**config.mk**
```make
export PLATFORM = sky130hd
export DESIGN_NAME = el2_dcls_comparator_flat
export DESIGN_NICKNAME = d
export VERILOG_FILES = /design/src/rtl/el2_pkg.sv /design/src/rtl/el2_dcls_comparator_if.sv /design/src/rtl/el2_dcls_delay_line.sv /design/src/rtl/el2_dcls_comparator.sv /design/src/flat_wrapper.sv
export SDC_FILE = /design/constraint.sdc
export NUM_CORES = 1
export LEC_CHECK = 0
export BUFFER_PORTS_ARGS = -buffer_cell sky130_fd_sc_hd__buf_4
export CORE_MARGIN = 1.5
export CORE_UTILIZATION = 45
export CTS_CLUSTER_DIAMETER = 200
export DETAILED_ROUTE_END_ITERATION = 12
export PLACE_DENSITY = 0.8
export SLEW_MARGIN = 20
export SYNTH_ARGS = -nofsm -noshare
export SYNTH_HDL_FRONTEND = slang
export SYNTH_HIERARCHICAL = 1
export SYNTH_SLANG_ARGS = --single-unit
```
**constraint.sdc**
```tcl
create_clock -name clk -period 4.3 [get_ports clk]
set_input_delay 1.075 -clock clk [delete_from_list [all_inputs] [get_ports clk]]
set_output_delay 1.075 -clock clk [all_outputs]
set_load 0.02 [all_outputs]
```
**src/rtl/el2_pkg.sv**
```systemverilog
// Shared types and legal parameter ranges for the EL2 dual-core
// lockstep comparator.
package el2_pkg;

   localparam int NUM_CH_MIN = 1;
   localparam int NUM_CH_MAX = 8;
   localparam int DELAY_MIN  = 0;
   localparam int DELAY_MAX  = 4;

   typedef enum logic [1:0] {
      DISABLED = 2'd0,
      MONITOR  = 2'd1,
      FAULT    = 2'd2
   } dcls_state_e;

   function automatic int first_w(input int n);
      return (n > 1) ? $clog2(n) : 1;
   endfunction

endpackage

```
**src/rtl/el2_dcls_comparator_if.sv**
```systemverilog
// Main/shadow observation bus plus status outputs of the lockstep
// comparator.
interface el2_dcls_comparator_if #(
   parameter int NUM_CH = 4,
   parameter int CH_W   = 32,
   parameter int CNT_W  = 8
) ();
   localparam int FW = el2_pkg::first_w(NUM_CH);

   logic [NUM_CH*CH_W-1:0] main_data_i;
   logic [NUM_CH-1:0]      main_valid_i;
   logic [NUM_CH*CH_W-1:0] shadow_data_i;
   logic [NUM_CH-1:0]      shadow_valid_i;
   logic [NUM_CH-1:0]      ch_mask_i;
   logic                   disable_detection_i;
   logic                   err_inj_en_i;
   logic                   clear_i;
   logic                   corruption_detected_o;
   logic [NUM_CH-1:0]      mismatch_ch_o;
   logic [CNT_W-1:0]       mismatch_cnt_o;
   logic [FW-1:0]          first_ch_o;
   logic [1:0]             state_o;

   modport master (
      output main_data_i, main_valid_i,
      output shadow_data_i, shadow_valid_i,
      output ch_mask_i, disable_detection_i,
      output err_inj_en_i, clear_i,
      input  corruption_detected_o, mismatch_ch_o,
      input  mismatch_cnt_o, first_ch_o, state_o
   );

   modport slave (
      input  main_data_i, main_valid_i,
      input  shadow_data_i, shadow_valid_i,
      input  ch_mask_i, disable_detection_i,
      input  err_inj_en_i, clear_i,
      output corruption_detected_o, mismatch_ch_o,
      output mismatch_cnt_o, first_ch_o, state_o
   );

endinterface

```
**src/rtl/el2_dcls_delay_line.sv**
```systemverilog
// Free-running register pipeline that aligns main-core outputs with
// the lagging shadow core; depth 0 is a plain wire.
module el2_dcls_delay_line #(
   parameter int WIDTH = 1,
   parameter int DEPTH = 1
) (
   input  logic             clk,
   input  logic             rst,
   input  logic [WIDTH-1:0] din_i,
   output logic [WIDTH-1:0] dout_o
);

   if (DEPTH == 0) begin : g_wire
      logic unused_clk_rst;
      assign unused_clk_rst = clk ^ rst;
      assign dout_o = din_i;
   end else begin : g_pipe
      logic [WIDTH-1:0] pipe_q [DEPTH];

      always_ff @(posedge clk) begin
         if (rst) begin
            for (int i = 0; i < DEPTH; i++) pipe_q[i] <= '0;
         end else begin
            pipe_q[0] <= din_i;
            for (int i = 1; i < DEPTH; i++) pipe_q[i] <= pipe_q[i-1];
         end
      end

      assign dout_o = pipe_q[DEPTH-1];
   end

endmodule

```
**src/rtl/el2_dcls_comparator.sv**
```systemverilog
// Dual-core lockstep comparator: delays main outputs, compares them
// against the shadow core and keeps sticky fault status.
module el2_dcls_comparator
   import el2_pkg::*;
#(
   parameter int NUM_CH = 4,
   parameter int CH_W   = 32,
   parameter int DELAY  = 2,
   parameter int CNT_W  = 8
) (
   input logic                  clk,
   input logic                  rst,
   el2_dcls_comparator_if.slave bus
);

   localparam int DW = NUM_CH * CH_W;
   localparam int PW = DW + NUM_CH;
   localparam int FW = first_w(NUM_CH);

   logic [PW-1:0]     pipe_in;
   logic [PW-1:0]     pipe_out;
   logic [DW-1:0]     m_data;
   logic [DW-1:0]     s_cmp;
   logic [NUM_CH-1:0] m_valid;
   logic [NUM_CH-1:0] both;
   logic [NUM_CH-1:0] mm;
   logic [FW-1:0]     low_ch;
   logic              any_mm;
   logic              inj_ok;
   logic              inj_hit;
   logic              armed_q;
   logic              armed_d;
   logic              edge_q;
   logic [CNT_W-1:0]  cnt_inc;

   dcls_state_e       state_q;
   logic              flag_q;
   logic [NUM_CH-1:0] ch_q;
   logic [CNT_W-1:0]  cnt_q;
   logic [FW-1:0]     first_q;

   assign pipe_in = {bus.main_valid_i, bus.main_data_i};

   el2_dcls_delay_line #(
      .WIDTH (PW),
      .DEPTH (DELAY)
   ) u_dly (
      .clk    (clk),
      .rst    (rst),
      .din_i  (pipe_in),
      .dout_o (pipe_out)
   );

   assign m_data  = pipe_out[DW-1:0];
   assign m_valid = pipe_out[PW-1:DW];
   assign both    = bus.ch_mask_i & m_valid & bus.shadow_valid_i;
   assign inj_ok  = armed_q & ~bus.disable_detection_i
                  & (state_q != DISABLED);

   // Injected flip lives only on the compare path, never on the bus.
   always_comb begin
      s_cmp   = bus.shadow_data_i;
      inj_hit = 1'b0;
      for (int k = 0; k < NUM_CH; k++) begin
         if (inj_ok && both[k] && !inj_hit) begin
            s_cmp[k*CH_W] = ~s_cmp[k*CH_W];
            inj_hit       = 1'b1;
         end
      end
   end

   always_comb begin
      mm = '0;
      for (int k = 0; k < NUM_CH; k++) begin
         mm[k] = bus.ch_mask_i[k]
               & ((m_valid[k] ^ bus.shadow_valid_i[k])
               | (both[k] & (m_data[k*CH_W +: CH_W]
                             != s_cmp[k*CH_W +: CH_W])));
      end
   end

   always_comb begin
      low_ch = '0;
      for (int k = NUM_CH - 1; k >= 0; k--) begin
         if (mm[k]) low_ch = FW'(k);
      end
   end

   assign any_mm  = |mm;
   assign cnt_inc = (&cnt_q) ? cnt_q : cnt_q + CNT_W'(1);

   always_comb begin
      armed_d = armed_q;
      if (!armed_q && bus.err_inj_en_i && !edge_q) armed_d = 1'b1;
      else if (inj_hit)                           armed_d = 1'b0;
   end

   always_ff @(posedge clk) begin
      if (rst) begin
         edge_q  <= 1'b0;
         armed_q <= 1'b0;
      end else begin
         edge_q  <= bus.err_inj_en_i;
         armed_q <= armed_d;
      end
   end

   always_ff @(posedge clk) begin
      if (rst) begin
         state_q <= MONITOR;
         flag_q  <= 1'b0;
         ch_q    <= '0;
         cnt_q   <= '0;
         first_q <= '0;
      end else begin
         unique case (state_q)
            DISABLED: begin
               if (!bus.disable_detection_i) state_q <= MONITOR;
               if (bus.clear_i) begin
                  flag_q  <= 1'b0;
                  ch_q    <= '0;
                  cnt_q   <= '0;
                  first_q <= '0;
               end
            end
            MONITOR: begin
               if (bus.disable_detection_i) begin
                  state_q <= DISABLED;
               end else if (any_mm) begin
                  state_q <= FAULT;
                  flag_q  <= 1'b1;
                  ch_q    <= ch_q | mm;
                  cnt_q   <= cnt_inc;
                  first_q <= low_ch;
               end else if (bus.clear_i) begin
                  flag_q  <= 1'b0;
                  ch_q    <= '0;
                  cnt_q   <= '0;
                  first_q <= '0;
               end
            end
            FAULT: begin
               if (bus.clear_i && any_mm) begin
                  flag_q <= 1'b1;
                  ch_q   <= mm;
                  cnt_q  <= CNT_W'(1);
               end else if (bus.clear_i) begin
                  state_q <= bus.disable_detection_i ? DISABLED : MONITOR;
                  flag_q  <= 1'b0;
                  ch_q    <= '0;
                  cnt_q   <= '0;
                  first_q <= '0;
               end else if (any_mm) begin
                  ch_q  <= ch_q | mm;
                  cnt_q <= cnt_inc;
               end
            end
            default: state_q <= MONITOR;
         endcase
      end
   end

   assign bus.corruption_detected_o = flag_q;
   assign bus.mismatch_ch_o         = ch_q;
   assign bus.mismatch_cnt_o        = cnt_q;
   assign bus.first_ch_o            = first_q;
   assign bus.state_o               = state_q;

endmodule

```
**src/flat_wrapper.sv**
```systemverilog
// flat-port wrapper written by rule: the top's interface ports become plain ports
module el2_dcls_comparator_flat import el2_pkg::*;
#(
   parameter int NUM_CH = 4,
   parameter int CH_W   = 32,
   parameter int DELAY  = 2,
   parameter int CNT_W  = 8
)
  (clk, rst, bus_main_data_i, bus_main_valid_i, bus_shadow_data_i, bus_shadow_valid_i, bus_ch_mask_i, bus_disable_detection_i, bus_err_inj_en_i, bus_clear_i, bus_corruption_detected_o, bus_mismatch_ch_o, bus_mismatch_cnt_o, bus_first_ch_o, bus_state_o);
  el2_dcls_comparator_if #(.NUM_CH(NUM_CH), .CH_W(CH_W), .CNT_W(CNT_W)) bus_i ();
  input logic clk;
  input logic rst;
  input wire logic [$bits(bus_i.main_data_i)-1:0] bus_main_data_i;
  input wire logic [$bits(bus_i.main_valid_i)-1:0] bus_main_valid_i;
  input wire logic [$bits(bus_i.shadow_data_i)-1:0] bus_shadow_data_i;
  input wire logic [$bits(bus_i.shadow_valid_i)-1:0] bus_shadow_valid_i;
  input wire logic [$bits(bus_i.ch_mask_i)-1:0] bus_ch_mask_i;
  input wire logic [$bits(bus_i.disable_detection_i)-1:0] bus_disable_detection_i;
  input wire logic [$bits(bus_i.err_inj_en_i)-1:0] bus_err_inj_en_i;
  input wire logic [$bits(bus_i.clear_i)-1:0] bus_clear_i;
  output wire logic [$bits(bus_i.corruption_detected_o)-1:0] bus_corruption_detected_o;
  output wire logic [$bits(bus_i.mismatch_ch_o)-1:0] bus_mismatch_ch_o;
  output wire logic [$bits(bus_i.mismatch_cnt_o)-1:0] bus_mismatch_cnt_o;
  output wire logic [$bits(bus_i.first_ch_o)-1:0] bus_first_ch_o;
  output wire logic [$bits(bus_i.state_o)-1:0] bus_state_o;
  assign bus_i.main_data_i = bus_main_data_i;
  assign bus_i.main_valid_i = bus_main_valid_i;
  assign bus_i.shadow_data_i = bus_shadow_data_i;
  assign bus_i.shadow_valid_i = bus_shadow_valid_i;
  assign bus_i.ch_mask_i = bus_ch_mask_i;
  assign bus_i.disable_detection_i = bus_disable_detection_i;
  assign bus_i.err_inj_en_i = bus_err_inj_en_i;
  assign bus_i.clear_i = bus_clear_i;
  assign bus_corruption_detected_o = bus_i.corruption_detected_o;
  assign bus_mismatch_ch_o = bus_i.mismatch_ch_o;
  assign bus_mismatch_cnt_o = bus_i.mismatch_cnt_o;
  assign bus_first_ch_o = bus_i.first_ch_o;
  assign bus_state_o = bus_i.state_o;
  el2_dcls_comparator #(.NUM_CH(NUM_CH), .CH_W(CH_W), .DELAY(DELAY), .CNT_W(CNT_W)) u_core (.clk(clk), .rst(rst), .bus(bus_i));
endmodule
```
==> parameters.txt <==
Parameter                              Value

Status
  Run status    complete, no violations

STA
  Minimum clock period    3.514 ns
  Final Skew    0.009890 ns
  Final-layout worst hold slack    0.4327 ns
  Actual transition at the worst max-transition pin    1.061 ns
  Fmax achieved    0.2845 GHz
  Final Hold Viols    0
  Remaining max-slew budget at the tightest pin    29.24%
  RSZ-0062 raised after global routing    no
  Final-layout setup total negative slack    0 ns
  Setup slack after layout    0.7855 ns
  Period utilization    81.73%
  Setup-violating endpoint count in the final report    0
  Max Transition Viols Final    0

Clock tree
  PostCTS Resize Cnt    0
  CTS clk-pin slew, worst paths    0.06 ns
  Clock latency on the worst-skew pair    0.53 ns
  Sink count of the clock tree    283
  CTS tree    built
  Total number of H-tree levels    1
  Post-CTS setup buffers    0
  Hold-fix buffer count after cts    0
  Maximum count of clock buffers along a single path    3
  Cell chosen for the clock root    clkbuf_16
  Inserted Clock Buffers    29

Finish
  Growth of design area from synthesis to finish    22.75%
  Most common cell after layout, fill and taps aside    buf_4
  Leading cell types in the layout, fill and taps excluded    buf_4 (295), dfxtp_1 (283), nor2b_1 (266)
  Final #Nets    1490
  Layout cell share with drive strength beyond 1    28.95%
  Area taken by multi-input logic gates    4010 um^2
  Filler cells    2019
  Area used by sequential logic in the layout    5665 um^2
  Cell area after layout    13370 um^2

Route
  First-pass DRT Iterations    4
  Antenna-violating nets left    0
  Number of DRC violations after detailed routing    0
  Vias per inst    4.538
  First-iteration detailed-routing DRC count    254
  Detailed-route wire length    22450 um
  Average wire per standard cell    14.45 um
  Via total after detailed routing    7047

Floorplan
  Initial core utilization    46.12%
  Height of the die    158.6 um
  Total Die Area    25140 um^2
  Horizontal extent of the die    158.6 um
  # IOs    290
  CORE AREA    23610 um^2
  Site row count    56

Setup path
  CP top delay family    simple AND/OR/NAND/NOR gates
  Startpoint type of the worst setup path    input pin
  Signal arrival time at the worst endpoint    3.92 ns
  Critical-path top delay cell    or4_1
  Crit Path Category    in -> reg
  Maximum net fanout on the critical path    10
  Endpoint required time on the critical path    4.71 ns
  Peak per-stage delay on the critical path    0.52 ns
  Element type at the critical path end    flop
  CP Cell Sequence    buf_4, xor2_1, or4_1, nor4_1, buf_4, a31oi_1, nor2_1, nand2_4, or3_4, and4b_1, or3_1
  Count of buffer and inverter cells on the critical path    2
  Most used cell, CP    buf_4

Logic synthesis
  Mux share of post-synthesis cell area    0.1953%
  Compound-Gate Fraction of Synth Area    3.953%
  Flip-flop and latch count after synthesis    283
  Number of distinct library cells after synthesis    50
  Synth Area in Simple Gates    21.41%
  Combinational family with the most area after synthesis    simple AND/OR/NAND/NOR gates
  Synth warnings    6
  Sequential area share after synthesis    52.03%
  Post-synth net total    1330
  Number of synthesized flops with an enable pin    0
  Fraction of the mapped netlist area in adder cells    0.5745%
  Synthesized area divided by synthesized cell count    10.35 um^2
  Flip-flop cell with the highest count after synthesis    dfxtp_1
  Post-synthesis instance area    10890 um^2
  Post-synth ARST share    0%
  Fraction of synthesized cell area in xor and xnor cells    10.70%
  Synthesized netlist cell count    1052

Pwr
  Power density relative to cell area    476.3 nW/um^2
  Peak VDD IR    0.0002986 V
  Tot Pwr    6.366 mW
  Leakage power total    5.579 nW

Placed design
  Count of port buffers added during placement    289
  Post-place instance area    12350 um^2
  DP Wirelength    16670 um
  Global placer's final weighted congestion    0.8599
  Pre-CTS setup slack    0.2528 ns

Global routing
  Largest net degree at the start of global routing    172
  Total GRT Usage    17.07%
  Number of antenna violations at the first check in global routing    0
  Via count of the first global-routing pass    6786
  Global route overflow    0
  Wire length of the first global-routing pass    33580 um

Run
  Max-Cap Viols    0

Min path
  Worst min path class    reg -> reg
[flip-flops by register name (all words and copies together), names as in the netlist]
name	cells
u_core/armed_q	1
u_core/bus.corruption_detected_o	1
u_core/bus.first_ch_o	2
u_core/bus.mismatch_ch_o	4
u_core/bus.mismatch_cnt_o	8
u_core/bus.state_o	2
u_core/edge_q	1
u_core/u_dly/g_pipe.pipe_q	264
[cells by family (layout without fill, tap and decap cells)]
group                    Yosys count  after routing
other                              0              1
adder cells (fa/ha/maj)            5              5
AO/OA/AOI/OAI                     64             64
buffers and inverters            179            360
AND/OR/NAND/NOR                  386            386
flip-flops                       283            283
multiplexers                       2              2
XOR/XNOR                         133            133
[power by group]
part	switching [mW]	internal, mW
Combinational	0.457	0.456
Sequential	0.0681	2.77
Clock	1.01	1.61
[final timing paths]
kind                                                  startpoint                            endpoint  slack (ns)  depth (start not counted)
worst max register to register             u_core/bus.state_o[0]        u_core/bus.mismatch_cnt_o[5]        0.81                         12
worst min register to register  u_core/u_dly/g_pipe.pipe_q[0][0]  u_core/u_dly/g_pipe.pipe_q[0][132]        0.43                          1
worst max-delay path                       bus_shadow_data_i[28]               u_core/bus.state_o[0]        0.79                         11
worst min-delay path            u_core/u_dly/g_pipe.pipe_q[0][0]  u_core/u_dly/g_pipe.pipe_q[0][132]        0.43                          1
[layout make-up]
class	count	area share [%]
inverters	12	0.3370
clock inverters	16	1.676
well taps	319	2.986
clock buffers	36	5.925
diodes	1	0.01872
repair buffers	296	16.67
flip-flops and latches	283	42.38
multi-input cells	590	30.00
[stage by stage]
stage	cells	utilization, %
after floorplan	1052	-
after global placement	1500	52.29
after detailed placement	1500	52.29
after CTS	1552	56.60
after global routing	1552	56.60
final	1553	56.61
[worst register-to-register path, delay by kind of cell, from the launching register on]
kind | cells | cell delay, ns
buffers and inverters | 2 | 0.26
AND/OR/NAND/NOR | 3 | 0.82
XOR/XNOR | 1 | 0.16
adder cells (fa/ha/maj) | 1 | 0.23
flip-flops | 1 | 0.37
AO/OA/AOI/OAI | 5 | 1.55
[Yosys cell counts, drive strengths merged, types with 2 or more instances]
cell | instances | area share, %
a211oi | 3 | 0.21
a21oi | 15 | 0.79
a221o | 2 | 0.18
a22o | 3 | 0.24
a22oi | 2 | 0.14
a311oi | 2 | 0.16
a31o | 2 | 0.16
a31oi | 8 | 0.46
a41oi | 2 | 0.16
and2 | 4 | 0.25
and3 | 2 | 0.14
buf | 164 | 11
clkbuf | 3 | 0.10
dfxtp | 283 | 52
ha | 5 | 0.57
inv | 12 | 0.41
nand2 | 26 | 0.97
nand3 | 12 | 0.55
nand3b | 2 | 0.14
nand4 | 28 | 1.6
nor2 | 16 | 0.55
nor2b | 266 | 15
nor3 | 5 | 0.23
nor3b | 2 | 0.18
nor4 | 14 | 0.80
o21ai | 15 | 0.69
o221ai | 2 | 0.16
o31ai | 2 | 0.14
or3 | 3 | 0.22
or4 | 3 | 0.21
xnor2 | 92 | 7.4
xor2 | 41 | 3.3
[per-layer routing]
layer / vias to the layer above / GRT usage (%) / share of wire, %
met5: - / 0 / 0
li1: 3573 / - / -
met3: 40 / 4.382 / 7.9
met1: 3215 / 20.16 / 40
met4: 0 / 5.652 / 2.5
met2: 219 / 30.05 / 49
Note: power is estimated with default switching activity, not from simulation.
